==> config.mk <==
export PLATFORM = sky130hd
export DESIGN_NAME = zigzag_pingpong_ctrl_flat
export DESIGN_NICKNAME = d
export VERILOG_FILES = /design/src/rtl/zigzag_pingpong_ctrl_if.sv /design/src/rtl/zigzag_pingpong_ctrl.sv /design/src/flat_wrapper.sv
export SDC_FILE = /design/constraint.sdc
export NUM_CORES = 1
export LEC_CHECK = 0
export ABC_CLOCK_PERIOD_IN_PS = 2300
export BUFFER_PORTS_ARGS = -buffer_cell sky130_fd_sc_hd__buf_2
export CAP_MARGIN = 25
export CORE_MARGIN = 10
export CORE_UTILIZATION = 40
export DETAILED_ROUTE_END_ITERATION = 12
export PLACE_DENSITY = 0.65
export SKIP_CTS_REPAIR_TIMING = 1
export SYNTH_ARGS = -nofsm -noshare
export SYNTH_HDL_FRONTEND = slang
export SYNTH_SLANG_ARGS = --single-unit
export TNS_END_PERCENT = 100
==> constraint.sdc <==
create_clock -name clk -period 2.3 [get_ports clk]
set_clock_uncertainty 0.1 [all_clocks]
set_input_delay 0 -clock clk [delete_from_list [all_inputs] [get_ports clk]]
set_output_delay 0 -clock clk [all_outputs]
set_load 0.1 [all_outputs]
==> src/rtl/zigzag_pingpong_ctrl_if.sv <==
// Handshake and SRAM bank bus between the ping-pong scan controller and its surroundings.
// The controller uses the master modport; the source/sink/SRAM side uses slave.
interface zigzag_pingpong_ctrl_if #(
  parameter int AW = 6
);
  logic          in_vld;
  logic          in_rdy;
  logic [1:0]    scan_mode;
  logic          out_rdy;
  logic          out_vld;
  logic          out_sel;
  logic          out_last;
  logic          blk_done;
  logic          b0_cs_n;
  logic          b1_cs_n;
  logic          b0_w_en;
  logic          b1_w_en;
  logic          b0_r_en;
  logic          b1_r_en;
  logic [AW-1:0] b0_addr;
  logic [AW-1:0] b1_addr;

  modport master (
    input  in_vld, scan_mode, out_rdy,
    output in_rdy, out_vld, out_sel, out_last, blk_done,
           b0_cs_n, b1_cs_n, b0_w_en, b1_w_en, b0_r_en, b1_r_en, b0_addr, b1_addr
  );

  modport slave (
    output in_vld, scan_mode, out_rdy,
    input  in_rdy, out_vld, out_sel, out_last, blk_done,
           b0_cs_n, b1_cs_n, b0_w_en, b1_w_en, b0_r_en, b1_r_en, b0_addr, b1_addr
  );
endinterface

==> src/rtl/zigzag_pingpong_ctrl.sv <==
// Ping-pong sequencer for two 64-entry SRAM banks holding 8x8 coefficient blocks:
// raster-order writes into one bank while the other is read in zigzag/raster/column order.
module zigzag_pingpong_ctrl #(
  parameter int AW    = 6,
  parameter int NBANK = 2
) (
  input logic                    clk,
  input logic                    rst,
  zigzag_pingpong_ctrl_if.master bus
);

  localparam logic [5:0] ZZ_ROM [64] = '{
    6'd0,  6'd1,  6'd8,  6'd16, 6'd9,  6'd2,  6'd3,  6'd10,
    6'd17, 6'd24, 6'd32, 6'd25, 6'd18, 6'd11, 6'd4,  6'd5,
    6'd12, 6'd19, 6'd26, 6'd33, 6'd40, 6'd48, 6'd41, 6'd34,
    6'd27, 6'd20, 6'd13, 6'd6,  6'd7,  6'd14, 6'd21, 6'd28,
    6'd35, 6'd42, 6'd49, 6'd56, 6'd57, 6'd50, 6'd43, 6'd36,
    6'd29, 6'd22, 6'd15, 6'd23, 6'd30, 6'd37, 6'd44, 6'd51,
    6'd58, 6'd59, 6'd52, 6'd45, 6'd38, 6'd31, 6'd39, 6'd46,
    6'd53, 6'd60, 6'd61, 6'd54, 6'd47, 6'd55, 6'd62, 6'd63
  };

  logic             wr_bank;
  logic             rd_bank;
  logic [AW-1:0]    wr_cnt;
  logic [AW-1:0]    rd_cnt;
  logic [NBANK-1:0] full;
  logic [NBANK-1:0] full_next;
  logic [1:0]       mode [NBANK];
  logic             out_vld_q;
  logic             out_sel_q;
  logic             out_last_q;

  logic             wr_fire;
  logic             rd_issue;
  logic             wr_last;
  logic             rd_last;
  logic [AW-1:0]    scan_addr;

  assign bus.in_rdy = !full[wr_bank];
  assign wr_fire    = bus.in_vld && bus.in_rdy;
  assign rd_issue   = full[rd_bank] && (!out_vld_q || bus.out_rdy);
  assign wr_last    = (wr_cnt == '1);
  assign rd_last    = (rd_cnt == '1);

  always_comb begin
    scan_addr = '0;
    case (mode[rd_bank])
      2'd1:    scan_addr = rd_cnt;
      2'd2:    scan_addr = {rd_cnt[2:0], rd_cnt[5:3]};
      default: scan_addr = ZZ_ROM[rd_cnt];
    endcase
  end

  // A finishing write and a finishing read always hit different banks, so both updates apply.
  always_comb begin
    full_next = full;
    if (wr_fire && wr_last)
      full_next[wr_bank] = 1'b1;
    if (rd_issue && rd_last)
      full_next[rd_bank] = 1'b0;
  end

  always_ff @(posedge clk) begin
    if (rst) begin
      wr_bank    <= 1'b0;
      rd_bank    <= 1'b0;
      wr_cnt     <= '0;
      rd_cnt     <= '0;
      full       <= '0;
      out_vld_q  <= 1'b0;
      out_sel_q  <= 1'b0;
      out_last_q <= 1'b0;
      for (int i = 0; i < NBANK; i++)
        mode[i] <= 2'd0;
    end else begin
      full      <= full_next;
      out_vld_q <= rd_issue || (out_vld_q && !bus.out_rdy);
      if (wr_fire) begin
        wr_cnt <= wr_cnt + AW'(1);
        if (wr_cnt == '0)
          mode[wr_bank] <= (bus.scan_mode == 2'd3) ? 2'd0 : bus.scan_mode;
        if (wr_last)
          wr_bank <= ~wr_bank;
      end
      if (rd_issue) begin
        rd_cnt     <= rd_cnt + AW'(1);
        out_sel_q  <= rd_bank;
        out_last_q <= rd_last;
        if (rd_last)
          rd_bank <= ~rd_bank;
      end
    end
  end

  assign bus.out_vld  = out_vld_q;
  assign bus.out_sel  = out_sel_q;
  assign bus.out_last = out_last_q;
  assign bus.blk_done = out_vld_q && bus.out_rdy && out_last_q;

  // Bank strobes are combinational so the SRAM samples them on the handshake edge.
  assign bus.b0_w_en = wr_fire && !wr_bank;
  assign bus.b1_w_en = wr_fire && wr_bank;
  assign bus.b0_r_en = rd_issue && !rd_bank;
  assign bus.b1_r_en = rd_issue && rd_bank;
  assign bus.b0_cs_n = !(bus.b0_w_en || bus.b0_r_en);
  assign bus.b1_cs_n = !(bus.b1_w_en || bus.b1_r_en);
  assign bus.b0_addr = bus.b0_w_en ? wr_cnt : (bus.b0_r_en ? scan_addr : '0);
  assign bus.b1_addr = bus.b1_w_en ? wr_cnt : (bus.b1_r_en ? scan_addr : '0);

endmodule

==> src/flat_wrapper.sv <==
// flat-port wrapper written by rule: the top's interface ports become plain ports
module zigzag_pingpong_ctrl_flat 
#(
  parameter int AW    = 6,
  parameter int NBANK = 2
)
  (clk, rst, bus_in_vld, bus_scan_mode, bus_out_rdy, bus_in_rdy, bus_out_vld, bus_out_sel, bus_out_last, bus_blk_done, bus_b0_cs_n, bus_b1_cs_n, bus_b0_w_en, bus_b1_w_en, bus_b0_r_en, bus_b1_r_en, bus_b0_addr, bus_b1_addr);
  zigzag_pingpong_ctrl_if #(.AW(AW)) bus_i ();
  input logic clk;
  input logic rst;
  input wire logic [$bits(bus_i.in_vld)-1:0] bus_in_vld;
  input wire logic [$bits(bus_i.scan_mode)-1:0] bus_scan_mode;
  input wire logic [$bits(bus_i.out_rdy)-1:0] bus_out_rdy;
  output wire logic [$bits(bus_i.in_rdy)-1:0] bus_in_rdy;
  output wire logic [$bits(bus_i.out_vld)-1:0] bus_out_vld;
  output wire logic [$bits(bus_i.out_sel)-1:0] bus_out_sel;
  output wire logic [$bits(bus_i.out_last)-1:0] bus_out_last;
  output wire logic [$bits(bus_i.blk_done)-1:0] bus_blk_done;
  output wire logic [$bits(bus_i.b0_cs_n)-1:0] bus_b0_cs_n;
  output wire logic [$bits(bus_i.b1_cs_n)-1:0] bus_b1_cs_n;
  output wire logic [$bits(bus_i.b0_w_en)-1:0] bus_b0_w_en;
  output wire logic [$bits(bus_i.b1_w_en)-1:0] bus_b1_w_en;
  output wire logic [$bits(bus_i.b0_r_en)-1:0] bus_b0_r_en;
  output wire logic [$bits(bus_i.b1_r_en)-1:0] bus_b1_r_en;
  output wire logic [$bits(bus_i.b0_addr)-1:0] bus_b0_addr;
  output wire logic [$bits(bus_i.b1_addr)-1:0] bus_b1_addr;
  assign bus_i.in_vld = bus_in_vld;
  assign bus_i.scan_mode = bus_scan_mode;
  assign bus_i.out_rdy = bus_out_rdy;
  assign bus_in_rdy = bus_i.in_rdy;
  assign bus_out_vld = bus_i.out_vld;
  assign bus_out_sel = bus_i.out_sel;
  assign bus_out_last = bus_i.out_last;
  assign bus_blk_done = bus_i.blk_done;
  assign bus_b0_cs_n = bus_i.b0_cs_n;
  assign bus_b1_cs_n = bus_i.b1_cs_n;
  assign bus_b0_w_en = bus_i.b0_w_en;
  assign bus_b1_w_en = bus_i.b1_w_en;
  assign bus_b0_r_en = bus_i.b0_r_en;
  assign bus_b1_r_en = bus_i.b1_r_en;
  assign bus_b0_addr = bus_i.b0_addr;
  assign bus_b1_addr = bus_i.b1_addr;
  zigzag_pingpong_ctrl #(.AW(AW), .NBANK(NBANK)) u_core (.clk(clk), .rst(rst), .bus(bus_i));
endmodule
==> impl_metrics.py, run 1 <==
metrics = {
    "floorplanning": {
        "start_util": 0.419,
        "die_area_um2": 8800,
        "die_y_um": 93.8,
        "ios": 29,
        "row_count": 26,
        "core_um2": 5200,
        "dieWidth_um": 93.8,
    },
    "timing": {
        "drv_slew": 0,
        "post-route-period-util": 1.02,
        "holdWs_ps": -17.8,
        "tightestPinTransition_ps": 577,
        "fmaxAchievable_ghz": 0.424,
        "setup_repair_after_global_routing_missed_its_margin": "yes",
        "timing.final.setup_violations": 8,
        "period_needed_ps": 2360,
        "slew_headroom": 0.615,
        "final_hold_viol_count": 1,
        "final.setup.tns_ps": -176,
        "postLayoutSetupSlackWorst_ps": -56.0,
    },
    "logic_synthesis": {
        "synthCells": 264,
        "postSynthAreaPerCell_um2": 8.26,
        "synth.yosys.warnings": 0,
        "share_of_synthesized_flip_flops_with_an_asynchronous_set_or_reset": 0,
        "ys_seq_elements": 24,
        "netlist_area_um2": 2180,
        "post_synthesis_sequential_area_ratio": 0.239,
        "postSynth.topFlopCell": "sky130_fd_sc_hd__dfxtp_1",
        "syn-num-nets": 288,
        "ys_types": 57,
        "synth_enable_flop_cells": 4,
    },
    "hold_path": {
        "worstHoldStart": "bus_out_rdy",
        "worst_hold_path.endpoint": "u_core.bus.out_vld",
        "worst_min_delay_path_category": "in2reg",
        "hold_path_depth": 3,
    },
    "critical_path": {
        "critical_path.cell_chain": "mux2i_2 -> inv_1 -> ha_4 -> buf_6 -> buf_4 -> o2111ai_2 -> a32o_4 -> buf_12",
        "timing.critical_path.max_delay_family": "buffers and inverters",
        "critical_path.reg2reg.endpoint": "u_core.mode[1][0]",
        "critical-path-slowest-cell": "sky130_fd_sc_hd__dfxtp_4",
        "critical-path-max-stage-delay_ps": 380,
        "required_ps": 2200,
        "worst-setup-path-type": "reg2out",
        "worstPathArrival_ps": 2260,
        "critPathLaunchType": "flip-flop",
        "critical_path.n_buffers_inverters": 4,
        "cp-end-kind": "output pin",
        "reg2reg_from": "u_core.wr_cnt[3]",
        "worst-r2r-setup-slack_ps": 350,
        "ff2ff_path_depth": 4,
        "cp_max_fo": 7,
    },
    "finish": {
        "finalNetCount": 322,
        "utilization": 0.579,
        "num_antenna_cells": 0,
        "fin_area_um2": 3010,
        "combined_flip_flop_and_latch_cell_area_um2": 539,
        "fillCellCount": 459,
        "area_growth_syn_to_layout_pct": 38.3,
        "multiInputGateArea_um2": 1750,
        "final_layout_size_suffix_gt1_frac": 0.374,
    },
    "placement": {
        "post_place_cell_area_um2": 2700,
        "port_buffers": 28,
        "hpwl_um": 4350,
        "gpl.final_weighted_congestion": 0.898,
    },
    "detailed_routing": {
        "detail_route.iter0.violations": 189,
        "drt_wl_total_um": 5890,
        "vias": 2016,
        "route.detailed.vias_per_inst": 5.49,
        "routedWlPerCell_um": 16.0,
        "detailedRoute.firstPassIterationCount": 4,
        "final_antenna_net_count": 0,
        "dr_drc_count": 0,
    },
    "power": {
        "cellInternalPower_uw": 630,
        "total_leakage_power_uw": 0.00111,
        "power.combinational.fraction": 0.217,
        "sequential_power_share": 0.498,
        "share_of_total_power_consumed_by_net_switching": 0.288,
        "power.density_cell_area_nw_per_um2": 294,
        "power_frac_clock": 0.285,
        "power_switching_uw": 254,
        "irDropWorstVdd_v": 0.000301,
    },
    "clock_tree": {
        "h-tree-depth": 1,
        "clock_tree.buffer_depth": 2,
        "clock_insertion_delay_worst_skew_ps": 270,
        "clkSlewWorstSetupHoldPaths_ps": 90,
        "cts_inserted_buffers": 3,
        "clock_sink_count": 24,
        "cts.root.buffer_cell": "sky130_fd_sc_hd__clkbuf_8",
        "clock_tree_from_tritoncts": "yes",
    },
    "grt": {
        "grt_usage": 0.129,
        "grt_remaining_overflow": 0,
        "grt_antenna_before_repair": 0,
        "grt_pass1_wl_um": 9440,
        "first_global_vias": 1912,
        "grt_start_max_net_pins": 29,
    },
    "run_status": {
        "violated_checks": "hold timing, setup timing",
        "run_status": "finished with violations",
    },
    "flow_run": {
        "drv_cap": 0,
    },
}
[Yosys cell counts (7+ instances only)]
cell type,count,share of area
sky130_fd_sc_hd__xor2_1,7,0.028
sky130_fd_sc_hd__nor2_1,28,0.048
sky130_fd_sc_hd__nand2_1,18,0.031
sky130_fd_sc_hd__a21oi_1,13,0.030
sky130_fd_sc_hd__nand2b_1,7,0.020
sky130_fd_sc_hd__mux2i_1,13,0.060
sky130_fd_sc_hd__o21ai_0,13,0.030
sky130_fd_sc_hd__ha_1,18,0.10
sky130_fd_sc_hd__buf_2,8,0.018
sky130_fd_sc_hd__inv_1,15,0.026
sky130_fd_sc_hd__dfxtp_1,20,0.18
sky130_fd_sc_hd__clkbuf_1,8,0.014
[cell type report]
type / instances / share of cell area
inverter: 16 / 0.0208
clock buffer: 3 / 0.0137
clock inverter: 1 / 0.00125
timing repair buffer: 50 / 0.175
multi-input combinational: 203 / 0.582
tap: 70 / 0.0291
sequential: 24 / 0.179
[registers in the layout, summed over array words and instances, names as in the netlist, 2 cells and up, named ones only]
signal and count:
u_core.rd_cnt 6, u_core.full 2, u_core.wr_cnt 6, u_core.mode 4
[worst max-delay path by stage]
stage	to	depth (start not counted)
final	bus_b1_addr[3]	8
after detailed placement	bus_b1_addr[1]	8
after global routing	bus_b1_addr[0]	9
after CTS	bus_b1_addr[1]	8
after global placement	bus_b0_addr[0]	9
after floorplan	bus_b0_addr[4]	4
[layer usage]
metal | track usage | share of wire | wire length (um)
met5 | 0 | 0 | 0
met3 | 0.0184 | 0.049 | 288
met2 | 0.209 | 0.46 | 2680
met4 | 0.0392 | 0.018 | 107
met1 | 0.172 | 0.48 | 2810
[kinds of logic after synthesis]
logic type,count (synthesis),share of synthesized area
flip-flops,24,0.239
multiplexers,15,0.0769
adder cells (fa/ha/maj),18,0.103
AO/OA/AOI/OAI,65,0.210
AND/OR/NAND/NOR,92,0.238
buffers and inverters,37,0.0809
XOR/XNOR,13,0.0522
[metrics by stage]
stage / cells / total power [uW] / worst slack, ps
final: 367 / 885 / -56.0
after global routing: 367 / 925 / -144
after CTS: 357 / 853 / -261
after detailed placement: 353 / 603 / 47.3
after global placement: 353 / 601 / 112
after floorplan: 264 / 568 / -187
[power groups by stage]
stage / Combinational (uW) / Sequential [uW] / Clock, uW
after global placement: 150 / 452 / 0
after floorplan: 120 / 448 / 0
after CTS: 152 / 442 / 259
final: 192 / 440 / 252
after global routing: 205 / 441 / 278
after detailed placement: 151 / 452 / 0
[worst register-to-register path, stage by stage, from the launching register on]
cell and delay (ps):
sky130_fd_sc_hd__dfxtp_1 400, sky130_fd_sc_hd__nor4_1 530, sky130_fd_sc_hd__nand4b_4 170, sky130_fd_sc_hd__or2_4 280
sky130_fd_sc_hd__or2b_1 190
[placed cells by master, fill, tap and decap left out, types with 5 or more instances in the layout]
cell	count
sky130_fd_sc_hd__buf_2	16
sky130_fd_sc_hd__a22o_2	5
sky130_fd_sc_hd__a21oi_1	12
sky130_fd_sc_hd__o21ai_0	5
sky130_fd_sc_hd__xor2_1	6
sky130_fd_sc_hd__buf_4	15
sky130_fd_sc_hd__inv_1	13
sky130_fd_sc_hd__o21ai_1	5
sky130_fd_sc_hd__mux2i_1	10
sky130_fd_sc_hd__buf_12	14
sky130_fd_sc_hd__dfxtp_1	13
sky130_fd_sc_hd__nor2_1	25
sky130_fd_sc_hd__nand2b_1	7
sky130_fd_sc_hd__nand2_1	16
sky130_fd_sc_hd__ha_1	11
sky130_fd_sc_hd__nand3_1	5
sky130_fd_sc_hd__xnor2_1	6
Note: power is estimated with default switching activity, not from simulation.
==> inputs of run 2 (changes only) <==
- CORE_MARGIN: 10 -> 5
==> run 2 against run 1 <==
The flow finishes with violations (setup timing). Global-route usage rose by 3.6 points. Cell area rose by 2.9%. Fmax rose by 1.6%. Critical path depth up 1. Combinational power increased by 3%. Via count rose by 4.3%. Cell count rose by 1.4%. Utilization increased by 1.7 points. Register-to-register slack improved by 50 ps. Clock-buffer cell count did not move. First-iteration DRC count is 35% lower. Total power up 14%. Critical path type unchanged. Critical endpoint is now bus_b1_addr[0].
==> impl_metrics.py, run 2 (synthesis results as in run 1) <==
metrics = {
    "power": {
        "total_leakage_power_uw": 0.00115,
        "power_frac_clock": 0.370,
        "power.density_cell_area_nw_per_um2": 326,
        "power_switching_uw": 267,
        "sequential_power_share": 0.435,
        "power.combinational.fraction": 0.195,
        "irDropWorstVdd_v": 0.000316,
        "cellInternalPower_uw": 745,
        "share_of_total_power_consumed_by_net_switching": 0.264,
    },
    "clock_tree": {
        "cts.root.buffer_cell": "sky130_fd_sc_hd__clkbuf_8",
        "clkSlewWorstSetupHoldPaths_ps": 100,
        "clock_tree_from_tritoncts": "yes",
        "cts_inserted_buffers": 3,
        "h-tree-depth": 1,
        "clock_tree.buffer_depth": 2,
        "clock_insertion_delay_worst_skew_ps": 270,
        "clock_sink_count": 24,
    },
    "hold_path": {
        "worstHoldStart": "rst",
        "worst_min_delay_path_category": "in2reg",
    },
    "critical_path": {
        "cp-end-kind": "output pin",
        "critical_path.reg2reg.endpoint": "u_core.mode[1][1]",
        "timing.critical_path.max_delay_family": "compound AO/OA/AOI/OAI gates",
        "critical-path-slowest-cell": "sky130_fd_sc_hd__dfxtp_2",
        "reg2reg_from": "u_core.wr_bank",
        "worst-r2r-setup-slack_ps": 400,
        "critical_path.n_buffers_inverters": 2,
        "ff2ff_path_depth": 5,
        "cp-endpoint": "bus_b1_addr[0]",
        "cp_max_fo": 7,
        "critical_path.cell_chain": "mux2i_2 -> inv_2 -> ha_4 -> nand2_2 -> a31oi_1 -> o211a_1 -> nor2_1 -> a22o_2 -> buf_12",
        "worst-setup-path-type": "reg2out",
        "critical_path_depth": 9,
        "required_ps": 2200,
        "critical-path-max-stage-delay_ps": 370,
        "worstPathArrival_ps": 2220,
        "critPathLaunchType": "flip-flop",
    },
    "finish": {
        "layout_top_registers": "u_core.rd_cnt x6, u_core.wr_cnt x6, u_core.mode x4",
        "fillCellCount": 451,
        "utilization": 0.596,
        "area_growth_syn_to_layout_pct": 42.4,
        "finalNetCount": 327,
        "final_layout_size_suffix_gt1_frac": 0.387,
        "multiInputGateArea_um2": 1770,
        "num_antenna_cells": 0,
        "most-common-layout-cells": "26 x sky130_fd_sc_hd__nor2_1, 19 x sky130_fd_sc_hd__buf_4, 16 x sky130_fd_sc_hd__nand2_1, 16 x sky130_fd_sc_hd__buf_2",
        "layout.cells.most_common": "sky130_fd_sc_hd__nor2_1",
        "combined_flip_flop_and_latch_cell_area_um2": 536,
    },
    "floorplanning": {
        "row_count": 26,
        "core_um2": 5200,
        "die_y_um": 83.8,
        "ios": 29,
        "dieWidth_um": 83.8,
        "die_area_um2": 7020,
        "start_util": 0.419,
    },
    "timing": {
        "fmaxAchievable_ghz": 0.431,
        "final_hold_viol_count": 0,
        "slew_headroom": 0.630,
        "setup_repair_after_global_routing_missed_its_margin": "yes",
        "post-route-period-util": 1.01,
        "period_needed_ps": 2320,
        "tightestPinTransition_ps": 540,
        "timing.final.setup_violations": 6,
        "holdWs_ps": 44.6,
        "postLayoutSetupSlackWorst_ps": -19.5,
        "drv_slew": 0,
    },
    "flow_run": {
        "drv_cap": 0,
    },
    "placement": {
        "gpl.final_weighted_congestion": 0.891,
        "hpwl_um": 4400,
        "port_buffers": 28,
    },
    "detailed_routing": {
        "detailedRoute.firstPassIterationCount": 4,
        "dr_drc_count": 0,
        "vias": 2102,
        "drt_wl_total_um": 6080,
        "detail_route.iter0.violations": 123,
        "routedWlPerCell_um": 16.3,
        "route.detailed.vias_per_inst": 5.65,
        "final_antenna_net_count": 0,
    },
    "grt": {
        "grt_antenna_before_repair": 0,
        "grt_start_max_net_pins": 29,
        "grt_pass1_wl_um": 9740,
        "grt_remaining_overflow": 0,
        "grt_usage": 0.165,
        "first_global_vias": 1953,
    },
    "run_status": {
        "violated_checks": "setup timing",
        "run_status": "finished with violations",
    },
}
## run 2: cell types whose count changed in the layout (fill, tap and decap cells not counted), moves of 2 or more
cell,previous run,this run
sky130_fd_sc_hd__buf_4,15,19
sky130_fd_sc_hd__ha_2,4,0
sky130_fd_sc_hd__ha_4,3,6
sky130_fd_sc_hd__inv_1,13,11
sky130_fd_sc_hd__inv_2,2,4
sky130_fd_sc_hd__mux2i_2,1,3
sky130_fd_sc_hd__mux2i_4,3,1
## run 2: worst min-delay path by stage
stage          cells past startpoint           endpoint  slack [ps]
2_1_floorplan                      1     u_core.full[0]         -20
3_3_place_gp                       2  u_core.mode[1][0]         230
3_5_place_dp                       2  u_core.mode[1][1]         230
4_1_cts                            2  u_core.mode[1][1]         -60
5_1_grt                            2   u_core.rd_cnt[0]          60
6_report                           2   u_core.wr_cnt[5]          40
## run 2: per-stage QoR
stage | setup TNS (ps) | std cells | total power (uW) | cell area [um2] | setup WS, ps
6_report | -77.0 | 372 | 1010 | 3100 | -19.5
3_5_place_dp | -3.42 | 355 | 608 | 2710 | -3.42
3_3_place_gp | 0 | 355 | 605 | 2710 | 40.6
2_1_floorplan | -736 | 264 | 568 | 2320 | -187
5_1_grt | -981 | 372 | 1050 | 3100 | -98.9
4_1_cts | -2630 | 359 | 978 | 2790 | -310
## run 2: final cells by class
cell class              instances  share of cell area
clock buffers                   3              0.0133
repair buffers                 55               0.183
clock inverters                 1             0.00968
flip-flops and latches         24               0.173
multi-input cells             203               0.572
inverters                      16              0.0218
well taps                      70              0.0282
## run 2: power groups by stage
stage / Combinational, uW / Sequential (uW) / Clock [uW]
after floorplan: 120 / 448 / 0
after global placement: 155 / 451 / 0
after detailed placement: 157 / 451 / 0
after CTS: 158 / 441 / 379
after global routing: 213 / 440 / 395
final: 198 / 440 / 375
## run 2: per-layer routing
layer  track usage  vias up  share of wire
met1         0.226     1013           0.47
li1              -     1022              -
met2         0.280       63           0.49
met4        0.0365        0         0.0053
met5             0        -              0
met3        0.0158        4          0.039
